--- src/rtl/dualport_fifo_ctrl_pkg.sv ---
// Shared sizing for the dual-port-RAM FIFO controller: default widths,
// depth derivation and the width of the occupancy count.
package dualport_fifo_ctrl_pkg;

   localparam int AW_DEF = 6;
   localparam int DW_DEF = 16;

   function automatic int depth_of(input int aw);
      return 1 << aw;
   endfunction

   // The count must hold DEPTH in RAM plus one word parked in the RAM's doa latch.
   function automatic int level_width(input int aw);
      return aw + 1;
   endfunction

endpackage

--- src/rtl/dualport_fifo_ctrl.sv ---
// First-word-fall-through FIFO controller driving a 1RW+1W dual-port RAM:
// port B takes pushes, port A reads ahead into the RAM's registered doa latch.
module dualport_fifo_ctrl
   import dualport_fifo_ctrl_pkg::*;
#(
   parameter int AW = AW_DEF,
   parameter int DW = DW_DEF
) (
   input  logic          clk,
   input  logic          rst,
   input  logic          flush,
   input  logic          in_valid,
   output logic          in_ready,
   input  logic [DW-1:0] in_data,
   output logic          out_valid,
   input  logic          out_ready,
   output logic [DW-1:0] out_data,
   output logic [AW:0]   level,
   output logic          mem_ena,
   output logic          mem_wea,
   output logic [AW-1:0] mem_addra,
   output logic          mem_enb,
   output logic [AW-1:0] mem_addrb,
   output logic [DW-1:0] mem_dib,
   input  logic [DW-1:0] mem_doa
);

   localparam int            DEPTH    = depth_of(AW);
   localparam int            CW       = level_width(AW);
   localparam logic [CW-1:0] CNT_FULL = CW'(DEPTH);
   localparam logic [CW-1:0] CNT_ONE  = CW'(1);
   localparam logic [AW-1:0] PTR_ONE  = AW'(1);

   logic [AW-1:0] wr_ptr_reg, wr_ptr_next;
   logic [AW-1:0] rd_ptr_reg, rd_ptr_next;
   logic [CW-1:0] mem_cnt_reg, mem_cnt_next;
   logic [CW-1:0] level_reg, level_next;
   logic          out_valid_reg, out_valid_next;
   logic          in_ready_reg, in_ready_next;
   logic          push;
   logic          issue;

   // A word written this cycle only counts towards mem_cnt next cycle, so a
   // read can never target the address being written.
   always_comb begin
      push  = in_valid & in_ready_reg & ~flush;
      issue = (mem_cnt_reg != '0) & (~out_valid_reg | out_ready) & ~flush;
   end

   always_comb begin
      wr_ptr_next    = wr_ptr_reg;
      rd_ptr_next    = rd_ptr_reg;
      mem_cnt_next   = mem_cnt_reg;
      out_valid_next = out_valid_reg;

      if (flush) begin
         wr_ptr_next    = '0;
         rd_ptr_next    = '0;
         mem_cnt_next   = '0;
         out_valid_next = 1'b0;
      end else begin
         if (push) begin
            wr_ptr_next = wr_ptr_reg + PTR_ONE;
         end
         if (issue) begin
            rd_ptr_next = rd_ptr_reg + PTR_ONE;
         end
         case ({push, issue})
            2'b10:   mem_cnt_next = mem_cnt_reg + CNT_ONE;
            2'b01:   mem_cnt_next = mem_cnt_reg - CNT_ONE;
            default: mem_cnt_next = mem_cnt_reg;
         endcase
         out_valid_next = issue | (out_valid_reg & ~out_ready);
      end

      in_ready_next = (mem_cnt_next != CNT_FULL);
      level_next    = mem_cnt_next + {{AW{1'b0}}, out_valid_next};
   end

   always_ff @(posedge clk or posedge rst) begin
      if (rst) begin
         wr_ptr_reg    <= '0;
         rd_ptr_reg    <= '0;
         mem_cnt_reg   <= '0;
         level_reg     <= '0;
         out_valid_reg <= 1'b0;
         in_ready_reg  <= 1'b1;
      end else begin
         wr_ptr_reg    <= wr_ptr_next;
         rd_ptr_reg    <= rd_ptr_next;
         mem_cnt_reg   <= mem_cnt_next;
         level_reg     <= level_next;
         out_valid_reg <= out_valid_next;
         in_ready_reg  <= in_ready_next;
      end
   end

   assign in_ready  = in_ready_reg;
   assign out_valid = out_valid_reg;
   assign level     = level_reg;

   // The RAM's doa latch is the head register; holding ena low freezes it.
   assign out_data  = mem_doa;
   assign mem_ena   = issue;
   assign mem_wea   = 1'b0;
   assign mem_addra = rd_ptr_reg;
   assign mem_enb   = push;
   assign mem_addrb = wr_ptr_reg;
   assign mem_dib   = in_data;

endmodule

--- config.mk ---
export PLATFORM = sky130hd
export DESIGN_NAME = dualport_fifo_ctrl
export DESIGN_NICKNAME = d
export VERILOG_FILES = /design/src/rtl/dualport_fifo_ctrl_pkg.sv /design/src/rtl/dualport_fifo_ctrl.sv
export SDC_FILE = /design/constraint.sdc
export NUM_CORES = 1
export LEC_CHECK = 0
export CORE_UTILIZATION = 37
export CTS_CLUSTER_SIZE = 14
export DETAILED_ROUTE_END_ITERATION = 6
export GPL_TIMING_DRIVEN = 0
export PLACE_DENSITY = 0.78
export SYNTH_ARGS = -nofsm -noshare
export SYNTH_HDL_FRONTEND = slang
export SYNTH_SLANG_ARGS = --single-unit
--- constraint.sdc ---
create_clock -name clk -period 3.2 [get_ports clk]
set_input_delay 0.64 -clock clk [delete_from_list [all_inputs] [get_ports clk]]
set_output_delay 0.64 -clock clk [all_outputs]
set_load 0.01 [all_outputs]
### Yosys cells after proc, flatten, opt, wreduce, memory -nomap -nowiden

Cells that the tools add are included.

* register bits: 28
* input bits: 37
* word-level logic and storage cells: 34

* $add $sub $neg: 5
* eq/ne operators: 3
* mux-type cells: 7
* bitwise logic cells: 10
* reduce and logical (&&, ||, !) cells: 3

Operators by type and width (count)
* 6-bit two-way mux: 4
* 7-bit one-hot mux with 2 select lines: 1
* 6-bit by 1-bit adder with 6-bit output (second input constant): 2
* 7-bit by 1-bit adder with 7-bit output: 1
* 7-bit by 1-bit adder with 7-bit output (second input constant): 1
* 7-bit two-way mux: 1
* 7-bit inequality test (second input constant): 1
* 7-bit nonzero test: 1
* 7-bit by 1-bit subtractor with 7-bit output (second input constant): 1
* 1-bit bitwise AND: 5
* 2-bit nonzero test: 2
* 1-bit NOT: 3
* 2-bit by 1-bit equality test with 1-bit output (second input constant): 1
* 2-bit equality test (second input constant): 1
* 1-bit OR: 2
* 1-bit two-way mux: 1

### Logic depth before layout (Yosys ltp)

Gate-level depths: netlist of run 1.

* depth after elaboration: 8
* gate-level depth with buffers: 12
* gate-level depth less buffers: 12

### Least setup slack after synthesis of run 1

OpenSTA, ideal clock, no wires.

* path type: input to register
* start point: in out_ready
* end point: reg level_reg[6] (netlist: level[6])
* library setup time: 123 ps
* arrival time: 3433 ps
* required time: 3077 ps
* setup slack: -355 ps
* cell stages on the path: 12
* path buffers: 0
* path through: nand2b_1 -> a21boi_1 -> and2_1 -> ha_1 -> inv_1 -> fa_1 -> nor2b_1 -> a211oi_1 -> ha_1 -> nor3b_1 -> nand4_1 -> xnor2_1

* longest elaborated chain between the ends: 7
* elaborated cells between the ends (all ways): 12

Ends and longest elaborated chain
* start, declared: RTL line dualport_fifo_ctrl.sv:16 `input logic out_ready,`
* 1-bit OR (*): RTL line dualport_fifo_ctrl.sv:47 `issue = (mem_cnt_reg != '0) & (~out_valid_reg | out_ready) & ~flush;`
* 1-bit bitwise AND (*) (2 in a row): RTL line dualport_fifo_ctrl.sv:47
* net mem_ena: RTL line dualport_fifo_ctrl.sv:19 `output logic mem_ena,`
* 2-bit by 1-bit equality test with 1-bit output or 2-bit equality test (tied branches): RTL line dualport_fifo_ctrl.sv:68 `case ({push, issue})`
* 7-bit one-hot mux with 2 select lines (*): RTL line dualport_fifo_ctrl.sv:68
* 7-bit two-way mux (*): RTL line dualport_fifo_ctrl.sv:56 `if (flush) begin`
* net mem_cnt_next[1]: RTL line dualport_fifo_ctrl.sv:36 `logic [CW-1:0] mem_cnt_reg, mem_cnt_next;`
* 7-bit by 1-bit adder with 7-bit output (*): RTL line dualport_fifo_ctrl.sv:77 `level_next = mem_cnt_next + {{AW{1'b0}}, out_valid_next};`
* net level_next[6]: RTL line dualport_fifo_ctrl.sv:37 `logic [CW-1:0] level_reg, level_next;`
* end signal, assigned: RTL line dualport_fifo_ctrl.sv:92 `level_reg <= level_next;`
* end, declared: RTL line dualport_fifo_ctrl.sv:37

The timed path passes the listed nets; every way through them passes the cells marked *.
A chain may end at the register's enable or synchronous reset.

### Final worst setup path of run 1

* start point: in in_valid
* end point: reg level_reg[5] (netlist: level[5])

* longest elaborated chain between the ends: 6
* elaborated cells between the ends (all ways): 7

Ends and longest elaborated chain
* start, declared: RTL line dualport_fifo_ctrl.sv:12 `input logic in_valid,`
* 1-bit bitwise AND (*) (2 in a row): RTL line dualport_fifo_ctrl.sv:46 `push = in_valid & in_ready_reg & ~flush;`
* 2-bit by 1-bit equality test with 1-bit output or 2-bit equality test (tied branches): RTL line dualport_fifo_ctrl.sv:68
* 7-bit one-hot mux with 2 select lines (*): RTL line dualport_fifo_ctrl.sv:68
* 7-bit two-way mux (*): RTL line dualport_fifo_ctrl.sv:56
* net mem_cnt_next[4]: RTL line dualport_fifo_ctrl.sv:36
* 7-bit by 1-bit adder with 7-bit output (*): RTL line dualport_fifo_ctrl.sv:77
* net level_next[5]: RTL line dualport_fifo_ctrl.sv:37

Marks and branches as above.

==> results.yml, run 1 <==
final_layout:
  syn2layout_area_growth_pct: 47.5
  n_antenna_cell: 0
  utilization: 0.575
  nNetsFinal: 307
  drive_gt1_frac: 0.271
pwr:
  power_frac_seq: 0.263
  ir_drop_mv: 0.447
  p_int_mw: 1.28
  power_density_nw_per_um2: 787
  power.switching_uw: 888
  swShare: 0.410
  power.static_leakage_nw: 1.29
  combPwrFrac: 0.639
  p_clk_frac: 0.098
clock_tree:
  clkTransAtPathRegs_ns: 0.09
  cts.path.max_buffers: 2
  numClockSinks: 28
  clkLatencyLatePin_ns: 0.27
  cts_tree: "done"
  cts_root_buffer: "clkbuf_8"
  htreeDepth: 1
  cts_buffers: 3
synthesis:
  synth_compound_area_frac: 0.109
  synth-edff-count: 0
  syn-num-nets: 235
  synth-xor-area-share: 0.0798
  synth_mux_area_frac: 0.0107
  synth-seq-cells: 28
  ys_seq_area_frac: 0.376
  ys_warn_count: 0
  synth_top_family_by_area: "simple AND/OR/NAND/NOR gates"
  syn_area_sq_um: 1870
  yosys.area_share.simple: 0.184
  synth_fa_ha_area_frac: 0.0777
  avgSynthCellArea_sq_um: 9.98
  syn-instance-count: 187
  synthArstFlopShare: 1.00
  yosys_most_used_dff: "dfrtp_1"
  synth_cell_type_count: 46
critical_path:
  required_ns: 3.35
  crit_path_max_fanout: 6
  slowest_stage: "clkdlybuf4s50_1"
  cp-end-kind: "flop"
  setup.worst_path.start: "in_valid"
  cp.arrival_ns: 3.20
  cpPeakStageDelay_ns: 0.48
  critical_path_class: "input pin to flop"
  crit_chain: "clkdlybuf4s50_1 > and2_4 > nand2_1 > ha_4 > buf_4 > ha_1 > or2_1 > o221a_4 > a2111oi_4 > nand4b_1 > xnor2_1"
  r2r_start: "mem_cnt_reg[2]"
  rr_worst_depth: 11
  r2r_end: "level[5]"
  regToRegSetupSlack_ns: 0.18
  crit_end: "level[5]"
  cp-start-kind: "input pin"
drt:
  routed_wirelength_microns: 4100
  dr_total_vias: 1575
  detail-route-antenna-nets: 0
  drc_errors: 0
  drt_first_pass_iters: 4
  drt_iter0_drc: 62
  wl_per_cell_microns: 12.6
  vias_per_cell: 4.85
floorplanning:
  chipWidth_microns: 73.0
  boundaryPins: 93
  dieArea_sq_um: 5330
  start_util: 0.390
  die_h_microns: 73.0
  rows: 25
  core_sq_um: 4790
timing:
  setup_tns_ns: 0
  whs_ns: 0.547
  max_freq_mhz: 328
  tightestPinTransition_ns: 1.04
  drv_slew: 0
  max_slew_margin: 0.304
  fin_crit_ns: 3.05
  finalHoldViolCount: 0
  setup_viol: 0
  rsz0062_at_grt: "no"
  fin_crit_sh: 0.953
  finClkSkew_ns: 0.00222
global_route:
  grt_pass1_vias: 1373
  grt.total_usage: 0.156
  antenna_found_initial: 0
  grt_max_degree: 29
  grt.overflow.total: 0
  grt_first_pass_wirelength_microns: 6470
outcome:
  status: "completed"
job:
  drv_cap: 0
placed_design:
  dp_hpwl_microns: 3100
  gp_congestion: 0.803
  portBuffers: 59
worst_hold_path:
  hold_path_class: "flop to flop"
## through the flow
step | cell area, sq um | cells | setup slack, ns | total power, mW
2_1_floorplan | 1890 | 187 | 0.0426 | 1.38
3_3_place_gp | 2570 | 313 | -0.796 | 1.72
3_5_place_dp | 2570 | 313 | -0.774 | 1.74
4_1_cts | 2690 | 322 | 0.0151 | 2.05
5_1_grt | 2750 | 325 | 0.00141 | 2.34
6_report | 2750 | 325 | 0.149 | 2.17
## cells by family (layout without fill, tap and decap cells)
kind of cell | count (synthesis) | in the layout
simple gates | 64 | 64
buf+inv | 43 | 114
flops | 28 | 28
compound gates | 21 | 21
xor+xnor | 17 | 17
fa+ha+maj | 11 | 11
mux | 2 | 2
other cells | 1 | 1
## worst min path at each step
stage / from / end / slack (ns) / depth (start not counted)
3_3_place_gp: mem_addrb[5] / mem_addrb[5] / 0.52 / 2
6_report: mem_addrb[5] / mem_addrb[5] / 0.55 / 2
2_1_floorplan: mem_addra[5] / mem_addra[5] / 0.57 / 2
5_1_grt: mem_addrb[5] / mem_addrb[5] / 0.60 / 2
4_1_cts: mem_addrb[5] / mem_addrb[5] / 0.55 / 2
3_5_place_dp: mem_addrb[5] / mem_addrb[5] / 0.53 / 2
## cell type report
| cell class | instances | area [sq um] |
|---|---|---|
| sequential | 28 | 702 |
| inverter | 6 | 25.0 |
| fill | 422 | 2030 |
| tap | 67 | 83.8 |
| buffer | 36 | 274 |
| timing repair buffer | 68 | 661 |
| clock buffer | 4 | 55.1 |
| multi-input combinational | 116 | 953 |
## layout by cell type, fill, tap and decap left out, types with 2 or more instances in the layout
cell type        instances
and2b_1                  3
nand4_1                  5
buf_4                   42
mux2i_1                  2
a31oi_1                  2
xor2_1                  10
and2_4                   2
nor4_1                   4
nand2_1                 11
nor2_1                  18
or4_1                    2
o21ai_0                  2
a211oi_2                 2
a21oi_1                  4
inv_1                    4
clkdlybuf4s50_1         57
clkbuf_8                 4
xnor2_1                  7
and3_1                   2
nand3_1                  3
dfrtp_1                 27
nand2b_1                 2
ha_1                     8
buf_6                    2
## synth_stat cells (2+ instances only)
cell type,instances,share of area
buf_4,33,0.13
dfrtp_1,27,0.36
nor2_1,18,0.036
nand2_1,11,0.022
ha_1,10,0.067
xor2_1,10,0.047
xnor2_1,7,0.033
inv_1,6,0.012
nand4_1,5,0.017
nor4_1,5,0.017
a21oi_1,4,0.011
and2b_1,3,0.012
nand2b_1,3,0.010
nand3_1,3,0.0080
a211oi_1,2,0.0080
a31oi_1,2,0.0067
and2_1,2,0.0067
and3_1,2,0.0067
buf_6,2,0.012
clkbuf_1,2,0.0040
mux2i_1,2,0.011
nor3_1,2,0.0054
o21ai_0,2,0.0054
or4_1,2,0.0080
## critical path: cells and delay by family
family                     cells  cell delay [ns]
AOI/OAI and AO/OA              2             0.60
xor gates and xnor gates       1             0.16
adders and majority gates      2             0.46
buffers and inverters          2             0.63
and+or+nand+nor                4             0.71
## power by group through the flow
stage	logic, mW	clock network [mW]	registers [mW]
floorplan	0.809	0	0.570
global placement	1.17	0	0.555
detailed placement	1.19	0	0.558
CTS	1.28	0.218	0.551
global route	1.52	0.233	0.586
finish	1.39	0.213	0.570
## routing by layer
| metal | GRT usage | share of wire |
|---|---|---|
| met1 | 0.208 | 0.43 |
| met2 | 0.263 | 0.51 |
| met3 | 0.0359 | 0.066 |
| met4 | 0.0196 | 0.0015 |
| met5 | 0 | 0 |
## timing repair
item	CTS	global route
setup buffers	6	3
resized for setup	6	12
pin swaps	3	4
hold buffers	0	0
endpoints found under the setup margin	6	4
cloned	0	0
Note: power is estimated with default switching activity, not from simulation.
==> run 2, diff against run 1 <==
Settings changed: CAP_MARGIN set to 30.
==> run 2 against run 1 <==
Compared with the run above: critical path depth up 1; clock skew up 0.0028 ns; sequential power about the same; largest cell class unchanged; combinational power about the same; core utilization up 0.47 points; global-route usage up 0.67 points; cell count unchanged; critical path type unchanged; die area unchanged; clock power about the same; hold slack better by 0.0020 ns; highest routed layer unchanged; final area up 0.82%.
==> results.yml, run 2 (synthesis results as in run 1) <==
clock_tree:
  cts_tree: "done"
  cts_root_buffer: "clkbuf_8"
  clkTransAtPathRegs_ns: 0.09
  cts_buffers: 3
  numClockSinks: 28
  htreeDepth: 1
  cts.path.max_buffers: 2
  ctsHoldBuffers: 0
  clkLatencyLatePin_ns: 0.27
critical_path:
  critical_path_class: "input pin to flop"
  cp.arrival_ns: 3.20
  cp-end-kind: "flop"
  required_ns: 3.36
  cp-start-kind: "input pin"
  crit_path_max_fanout: 6
global_route:
  grt.total_usage: 0.162
  grt.overflow.total: 0
  use_met3: 0.0331
  grt_pass1_vias: 1492
  met2_usage: 0.285
  met1_usage: 0.209
  grt_max_degree: 26
  grt_first_pass_wirelength_microns: 6850
  antenna_found_initial: 0
  grt_busiest_layer: "met2"
final_layout:
  final_cell_mix: "clkdlybuf4s50_1 (57), buf_4 (41), dfrtp_1 (27)"
  n_antenna_cell: 0
  layout.cells.non_filler: 325
  layout_commonest_cell: "clkdlybuf4s50_1"
  drive_gt1_frac: 0.275
  nNetsFinal: 307
  syn2layout_area_growth_pct: 48.7
  utilization: 0.580
  stdcell_area_sq_um: 2780
floorplanning:
  rows: 25
  chipWidth_microns: 73.0
  boundaryPins: 93
  start_util: 0.390
  core_sq_um: 4790
  die_h_microns: 73.0
  dieArea_sq_um: 5330
timing:
  rsz0062_at_grt: "no"
  finalHoldViolCount: 0
  fin_crit_ns: 3.04
  drv_slew: 0
  setup_ws_ns: 0.164
  fin_crit_sh: 0.949
  max_freq_mhz: 329
  finClkSkew_ns: 0.00504
  whs_ns: 0.549
  setup_viol: 0
  setup_tns_ns: 0
drt:
  vias_per_cell: 4.91
  drt_iter0_drc: 45
  routed_wirelength_microns: 4160
  wl_per_cell_microns: 12.8
  dr_total_vias: 1597
  detail-route-antenna-nets: 0
  drt_first_pass_iters: 4
  drc_errors: 0
pwr:
  p_total_mw: 2.18
  power.static_leakage_nw: 1.30
  ir_drop_mv: 0.350
  power_density_nw_per_um2: 784
outcome:
  status: "completed"
placed_design:
  dp_slack_ns: -0.792
  portBuffers: 59
  place_area_sq_um: 2600
  gp_congestion: 0.803
  dp_hpwl_microns: 3150
  place_inst: 314
job:
  drv_cap: 0
worst_hold_path:
  hold_path_class: "flop to flop"
[run 2: what timing repair did]
item | in CTS | in global routing
endpoints found under the setup margin | 8 | 4
setup buffers | 8 | 0
endpoints found under the hold margin | 0 | 0
pin swaps | 5 | 3
gates cloned | 0 | 0
resized for setup | 7 | 12
[run 2: worst max-delay path, stage by stage]
cell,delay (ns)
clkdlybuf4s50_1,0.48
and2_4,0.19
nand2_2,0.08
ha_4,0.20
inv_2,0.07
fa_1,0.41
nor2b_4,0.14
a211oi_2,0.24
ha_2,0.22
nor3b_4,0.19
nand4_1,0.15
xnor2_1,0.18
[run 2: metal layers]
metal	part of all wire	vias up
li1	-	754
met1	0.42	756
met2	0.51	80
met3	0.065	7
met4	0.0089	0
met5	0	-
[run 2: area by class of cell]
cell class	instances	area [sq um]
plain buffers	36	274
repair buffers	68	676
flip-flops and latches	28	702
fillers	408	2010
clock buffers	4	55.1
inverters	6	22.5
well taps	67	83.8
multi-input cells	116	963
[run 2: power by group]
group	switching, mW	total, mW	leakage (nW)	internal (mW)
Sequential	0.107	0.571	0.373	0.465
Clock	0.103	0.213	0.0288	0.110
Combinational	0.685	1.39	0.901	0.709
[run 2: path summary, 6_finish.rpt]
check / cells after the start / slack, ns / to / start
max in group asynchronous: 3 / 2.15 / in_ready / rst
worst max register to register: 12 / 0.18 / level[6] / mem_cnt_reg[0]
worst min-delay path: 2 / 0.55 / mem_addra[5] / mem_addra[5]
worst min register to register: 2 / 0.55 / mem_addra[5] / mem_addra[5]
min in group asynchronous: 2 / 0.58 / mem_addrb[5] / rst
worst max-delay path: 12 / 0.16 / level[6] / in_valid
==> run 3, diff against run 2 <==
Settings changed: CTS_CLUSTER_SIZE 14 to not set.
==> results of run 3 <==
No change in the layout: final DEF, timing and power equal those of run 2.
